--- config.mk ---
export PLATFORM = sky130hd
export DESIGN_NAME = bit_count_flat
export DESIGN_NICKNAME = d
export VERILOG_FILES = /design/src/rtl/bit_count_pkg.sv /design/src/rtl/bit_count_if.sv /design/src/rtl/bit_count_popcount_chunk.sv /design/src/rtl/bit_count.sv /design/src/flat_wrapper.sv
export SDC_FILE = /design/constraint.sdc
export NUM_CORES = 1
export LEC_CHECK = 0
export ABC_AREA = 1
export ABC_CLOCK_PERIOD_IN_PS = 4590
export CAP_MARGIN = 0
export CORE_ASPECT_RATIO = 1.75
export CORE_UTILIZATION = 25
export DETAILED_ROUTE_END_ITERATION = 10
export GPL_ROUTABILITY_DRIVEN = 0
export GPL_TIMING_DRIVEN = 0
export PLACE_DENSITY = 0.44
export RECOVER_POWER = 25
export SLEW_MARGIN = 20
export SYNTH_ARGS = -nofsm -noshare
export SYNTH_HDL_FRONTEND = slang
export SYNTH_HIERARCHICAL = 1
export SYNTH_SLANG_ARGS = --single-unit
--- constraint.sdc ---
create_clock -name clk -period 4.59 [get_ports clk]
set_clock_uncertainty 0.05 [all_clocks]
set_input_delay 0.918 -clock clk [delete_from_list [all_inputs] [get_ports clk]]
set_output_delay 0.918 -clock clk [all_outputs]
set_load 0.05 [all_outputs]
--- src/rtl/bit_count_pkg.sv ---
// Shared types and defaults for the sequential population counter.
// Latency: n/a (types and constants only).
// Backpressure: n/a.
package bit_count_pkg;

  // Default operand width and bits examined per BUSY cycle.
  localparam int BC_WIDTH = 32;
  localparam int BC_STEP  = 1;

  typedef enum logic [1:0] {
    IDLE = 2'd0,
    BUSY = 2'd1,
    DONE = 2'd2
  } bc_state_t;

endpackage

--- src/rtl/bit_count_if.sv ---
// Level-handshake bundle between a controller (master) and bit_count (slave).
// Latency: n/a (wires only).
// Backpressure: master holds start high until finish is seen, then drops it.
//   start    : level request from master
//   in       : operand, sampled by the slave when it leaves IDLE
//   finish   : result valid while start is still high
//   bitcount : zero-extended population count of the latched operand
interface bit_count_if #(
  parameter int WIDTH = 32
) ();

  logic             start;
  logic [WIDTH-1:0] in;
  logic             finish;
  logic [WIDTH-1:0] bitcount;

  modport master (
    output start,
    output in,
    input  finish,
    input  bitcount
  );

  modport slave (
    input  start,
    input  in,
    output finish,
    output bitcount
  );

endinterface

--- src/rtl/bit_count_popcount_chunk.sv ---
// Combinational popcount of one STEP-bit slice of the operand.
// Latency: 0 cycles (pure combinational).
// Backpressure: none.
//   bits_i  : STEP bits to count
//   count_o : number of set bits, $clog2(STEP+1) bits wide
module popcount_chunk #(
  parameter int STEP = 1
) (
  input  logic [STEP-1:0]              bits_i,
  output logic [$clog2(STEP+1)-1:0]    count_o
);

  localparam int CW = $clog2(STEP + 1);

  always_comb begin
    count_o = '0;
    for (int i = 0; i < STEP; i++) begin
      count_o = count_o + CW'(bits_i[i]);
    end
  end

endmodule

--- src/rtl/bit_count.sv ---
// Sequential population counter: latches a word on start, counts STEP bits per cycle.
// Latency: finish rises WIDTH/STEP+1 clock edges after start is first sampled high.
// Backpressure: level handshake; result held in DONE until start drops, start low in BUSY aborts.
//   clk : rising-edge clock
//   rst : asynchronous active-high reset
//   bus : slave side of bit_count_if (start/in in, finish/bitcount out)
module bit_count
  import bit_count_pkg::*;
#(
  parameter int WIDTH = BC_WIDTH,
  parameter int STEP  = BC_STEP
) (
  input  logic        clk,
  input  logic        rst,
  bit_count_if.slave  bus
);

  localparam int NCHUNK = WIDTH / STEP;
  localparam int AW     = $clog2(WIDTH + 1);
  localparam int CNT_W  = $clog2(NCHUNK + 1);
  localparam int PW     = $clog2(STEP + 1);

  generate
    if (WIDTH % STEP != 0) begin : g_bad_step
      $error("bit_count: STEP must divide WIDTH");
    end
  endgenerate

  bc_state_t        state_q,    state_d;
  logic [WIDTH-1:0] shreg_q,    shreg_d;
  logic [AW-1:0]    acc_q,      acc_d;
  logic [CNT_W-1:0] cnt_q,      cnt_d;
  logic             finish_q,   finish_d;
  logic [WIDTH-1:0] bitcount_q, bitcount_d;

  logic [PW-1:0]    chunk_cnt;
  logic [AW-1:0]    acc_sum;

  popcount_chunk #(.STEP(STEP)) u_chunk (
    .bits_i  (shreg_q[STEP-1:0]),
    .count_o (chunk_cnt)
  );

  // Running total including the slice currently at the bottom of shreg.
  assign acc_sum = acc_q + AW'(chunk_cnt);

  always_ff @(posedge clk or posedge rst) begin
    if (rst) begin
      state_q    <= IDLE;
      shreg_q    <= '0;
      acc_q      <= '0;
      cnt_q      <= '0;
      finish_q   <= 1'b0;
      bitcount_q <= '0;
    end else begin
      state_q    <= state_d;
      shreg_q    <= shreg_d;
      acc_q      <= acc_d;
      cnt_q      <= cnt_d;
      finish_q   <= finish_d;
      bitcount_q <= bitcount_d;
    end
  end

  always_comb begin
    state_d    = state_q;
    shreg_d    = shreg_q;
    acc_d      = acc_q;
    cnt_d      = cnt_q;
    finish_d   = finish_q;
    bitcount_d = bitcount_q;

    case (state_q)
      IDLE: begin
        finish_d = 1'b0;
        if (bus.start) begin
          state_d = BUSY;
          shreg_d = bus.in;
          acc_d   = '0;
          cnt_d   = CNT_W'(NCHUNK);
        end
      end

      BUSY: begin
        if (!bus.start) begin
          // Abort: drop the partial sum, previous bitcount stays visible.
          state_d = IDLE;
        end else begin
          acc_d   = acc_sum;
          shreg_d = shreg_q >> STEP;
          cnt_d   = cnt_q - CNT_W'(1);
          // Last slice: publish the sum that includes it on the same edge.
          if (cnt_q == CNT_W'(1)) begin
            state_d    = DONE;
            bitcount_d = WIDTH'(acc_sum);
            finish_d   = 1'b1;
          end
        end
      end

      DONE: begin
        // Stay here while start is held so a stuck start cannot re-trigger.
        if (!bus.start) begin
          state_d  = IDLE;
          finish_d = 1'b0;
        end
      end

      default: begin
        state_d  = IDLE;
        finish_d = 1'b0;
      end
    endcase
  end

  assign bus.finish   = finish_q;
  assign bus.bitcount = bitcount_q;

endmodule

--- src/flat_wrapper.sv ---
// flat-port wrapper written by rule: the top's interface ports become plain ports
module bit_count_flat import bit_count_pkg::*;
#(
  parameter int WIDTH = BC_WIDTH,
  parameter int STEP  = BC_STEP
)
  (clk, rst, bus_start, bus_in, bus_finish, bus_bitcount);
  bit_count_if #(.WIDTH(WIDTH)) bus_i ();
  input  logic clk;
  input  logic rst;
  input wire logic [$bits(bus_i.start)-1:0] bus_start;
  input wire logic [$bits(bus_i.in)-1:0] bus_in;
  output wire logic [$bits(bus_i.finish)-1:0] bus_finish;
  output wire logic [$bits(bus_i.bitcount)-1:0] bus_bitcount;
  assign bus_i.start = bus_start;
  assign bus_i.in = bus_in;
  assign bus_finish = bus_i.finish;
  assign bus_bitcount = bus_i.bitcount;
  bit_count #(.WIDTH(WIDTH), .STEP(STEP)) u_core (.clk(clk), .rst(rst), .bus(bus_i));
endmodule
==> flow_summary_export.csv <==
group,metric,value,unit
run_status,status,"finished with violations",
run_status,violations,"max-capacitance violations, max-slew violations",
placement,dp.cells,494,
clocking,insertion_delay,0.29,ns
layout,drive_above_1_share,0.1733,
detailed_routing,wl_per_cell,12.34,um
detailed_routing,viasPerCell,4.181,
clocking,cts_setup_buffers,0,
clocking,h-tree-depth,2,
layout,fin_cells,502,
global_routing,antenna_found_initial,0,
worst_setup_path,cp_data_arrival_time,2.87,ns
synth,yosys_warnings,6,
detailed_routing,drt_wl_total,6197,um
clocking,numCtsBuffers,5,
sta,max_freq,0.3480,GHz
global_routing,groute.usage.overall,0.1199,
clocking,path_clk_slew,0.07,ns
power,p_switching,0.4243,mW
layout,antenna_cells,0,
layout,final_area,3497,sq um
sta,fin_setup_tns,0,ns
worst_setup_path,startpoint_type,"primary input",
worst_setup_path,cp_slowest_cell,"clkinvlp_2",
synth,syn_avg_cell_area,8.904,sq um
floorplan,start_util,0.2587,
clocking,cts_tree,"built",
worst_setup_path,crit_chain,"dlygate4sd3_1 -> clkinvlp_2",
sta,final.min_clock_period,2.873,ns
worst_setup_path,critPathKind,"in2async",
floorplan,fp-row-count,49,
sta,period_share,0.6260,
clocking,clock_sinks,53,
detailed_routing,drc,0,
worst_setup_path,path_delay_family,"buffers and inverters",
layout,multiInputGateArea,1035,sq um
global_routing,grt_max_degree,54,
power,power.clock.fraction,0.300,
power,p_per_area,375.4,nW/um^2
synth,ys_types,29,
detailed_routing,drtIter0Drc,133,
synth,yosysSeqAreaShare,0.4949,
sta,max-slew-margin-rel,-0.6173,
worst_setup_path,critical_path_required,4.59,ns
floorplan,core,10360,sq um
floorplan,die_x,80.27,um
synth,synth_cells,301,
power,pwr-share-comb,0.252,
clocking,cts.path.max_buffers,2,
sta,rsz0062_at_grt,"false",
placement,placed_area,3346,sq um
detailed_routing,ant_nets,0,
layout,nets,413,
sta,slew_violations,54,
worst_hold_path,hold_class,"reg2reg",
sta,worst_pin_slew,2.413,ns
power,ir_worst_vdd,142.0,uV
detailed_routing,dr.pass1.iters,4,
power,sequentialPowerShare,0.448,
layout,nFillCells,1109,
clocking,cts_resized,0,
worst_setup_path,end_kind,"asynchronous set/reset pin",
placement,port_buffers,41,
floorplan,fp.dieH,139.0,um
sta,setup_viol_count_final,0,
global_routing,grt_pass1_wl,10030,um
layout,register_area,1326,sq um
clocking,cts_hold_buf,0,
clocking,clockRootBuffer,"clkbuf_16",
power,p_int,0.8884,mW
placement,dpl.hpwl,4538,um
global_routing,gr-total-overflow,0,
layout,syn_to_final_growth,30.49,%
worst_setup_path,worst-path-max-fanout,53,
worst_setup_path,path_buf_inv,2,
power,p_leak,1.655,nW
job,max_cap_violations,1,
sta,hold_violations,0,
power,power_switching_share,0.3232,
global_routing,grt_pass1_vias,2016,
floorplan,die-area,11150,sq um
synth,ys_ff_latch,53,
worst_setup_path,cpPeakStageDelay,1.36,ns
synth,synth_area,2680,sq um
detailed_routing,vias,2099,
floorplan,ios,68,
==> cell usage in the layout, fill, tap and decap left out, drive strengths merged, types with 3 or more instances in the layout <==
| master | instances |
|---|---|
| nand2 | 95 |
| dfrtp | 53 |
| clkdlybuf4s50 | 40 |
| buf | 38 |
| inv | 30 |
| conb | 26 |
| nand3 | 22 |
| o211ai | 13 |
| nor2 | 13 |
| o21ai | 12 |
| o221ai | 8 |
| clkbuf | 6 |
| ha | 4 |
| xnor2 | 3 |
==> worst min-delay path: stages (launching register included) <==
cell and delay [ns]:
dfrtp_1 0.35, nand2_1 0.05, nand2_1 0.05
==> kinds of logic after synthesis <==
kind of cell             Yosys count  share of synthesized area
other                              1                   0.001399
AND/OR/NAND/NOR                  132                     0.2176
flip-flops                        53                     0.4949
buffers and inverters             69                     0.1541
XOR/XNOR                           4                    0.01307
AO/OA/AOI/OAI                     38                     0.1004
adder cells (fa/ha/maj)            4                    0.01867
==> per-stage QoR <==
step | hold WS (ns) | power, mW | utilization | setup slack (ns)
floorplan | 0.4094 | 0.8377 | - | 2.336
global placement | 0.4162 | 0.9266 | 0.3227 | 1.183
detailed placement | 0.4200 | 0.9319 | 0.3229 | 2.122
CTS | 0.4399 | 1.333 | 0.3376 | 2.132
global route | 0.4648 | 1.385 | 0.3375 | 1.302
finish | 0.4365 | 1.313 | 0.3375 | 1.717
==> cell usage after synthesis <==
cell type,count,area share
nand2_1,91,0.13
dfrtp_1,53,0.49
buf_4,29,0.081
inv_1,26,0.036
nand3_1,20,0.037
o211ai_1,13,0.036
nor2_1,10,0.014
o221ai_1,8,0.026
o21ai_0,7,0.013
buf_6,5,0.021
buf_2,4,0.0075
ha_1,4,0.019
inv_2,4,0.0056
nand2_2,4,0.0093
o21ai_2,3,0.0098
xnor2_1,3,0.0098
a31oi_1,2,0.0047
nor2_4,2,0.0084
o21ai_1,2,0.0037
o22ai_1,2,0.0047
a21oi_1,1,0.0019
conb_1,1,0.0014
inv_4,1,0.0023
nand3_2,1,0.0037
nand3_4,1,0.0065
nand4_1,1,0.0023
nor2_2,1,0.0023
nor3_4,1,0.0061
xor2_1,1,0.0033
==> flip-flops by register name, summed over array words and instances (netlist names) <==
signal,flops
u_core/state_q,2
u_core/bus.finish,1
u_core/cnt_q,6
u_core/acc_q,6
u_core/shreg_q,32
u_core/bus.bitcount,6
==> final cells by class <==
type,count,area share
clock inverters,2,0.003936
plain buffers,38,0.08408
clock buffers,6,0.03971
flip-flops and latches,53,0.3792
well taps,127,0.04544
inverters,31,0.03435
multi-input cells,204,0.2959
repair buffers,41,0.1174
==> power groups by stage <==
| stage | logic, mW | clock network [mW] | registers, mW |
|---|---|---|---|
| 5_1_grt | 0.367 | 0.420 | 0.598 |
| 3_3_place_gp | 0.332 | 0 | 0.595 |
| 4_1_cts | 0.337 | 0.408 | 0.588 |
| 3_5_place_dp | 0.335 | 0 | 0.597 |
| 6_report | 0.331 | 0.393 | 0.588 |
| 2_1_floorplan | 0.234 | 0 | 0.604 |
==> routing by layer <==
layer / up-vias / part of all wire / track usage / wire length, um
met3: 5 / 0.050 / 0.01974 / 312
met2: 62 / 0.51 / 0.2096 / 3178
met1: 973 / 0.42 / 0.1424 / 2607
li1: 1059 / - / - / -
met5: - / 0 / 0 / 0
met4: 0 / 0.016 / 0.04793 / 98
==> final timing paths <==
check | depth (start not counted) | endpoint | start | slack [ns]
worst max-delay path | 2 | u_core/state_q[0] | rst | 1.72
worst min-delay path | 2 | u_core/bus.bitcount[5] | u_core/bus.bitcount[5] | 0.44
worst max register to register | 5 | u_core/acc_q[2] | u_core/shreg_q[0] | 3.11
worst min register to register | 2 | u_core/bus.bitcount[5] | u_core/bus.bitcount[5] | 0.44
max in group clk | 1 | bus_bitcount[1] | u_core/bus.bitcount[1] | 2.15
min in group asynchronous | 2 | u_core/shreg_q[12] | rst | 1.67
No activity file was read; power rests on OpenSTA's default activity.
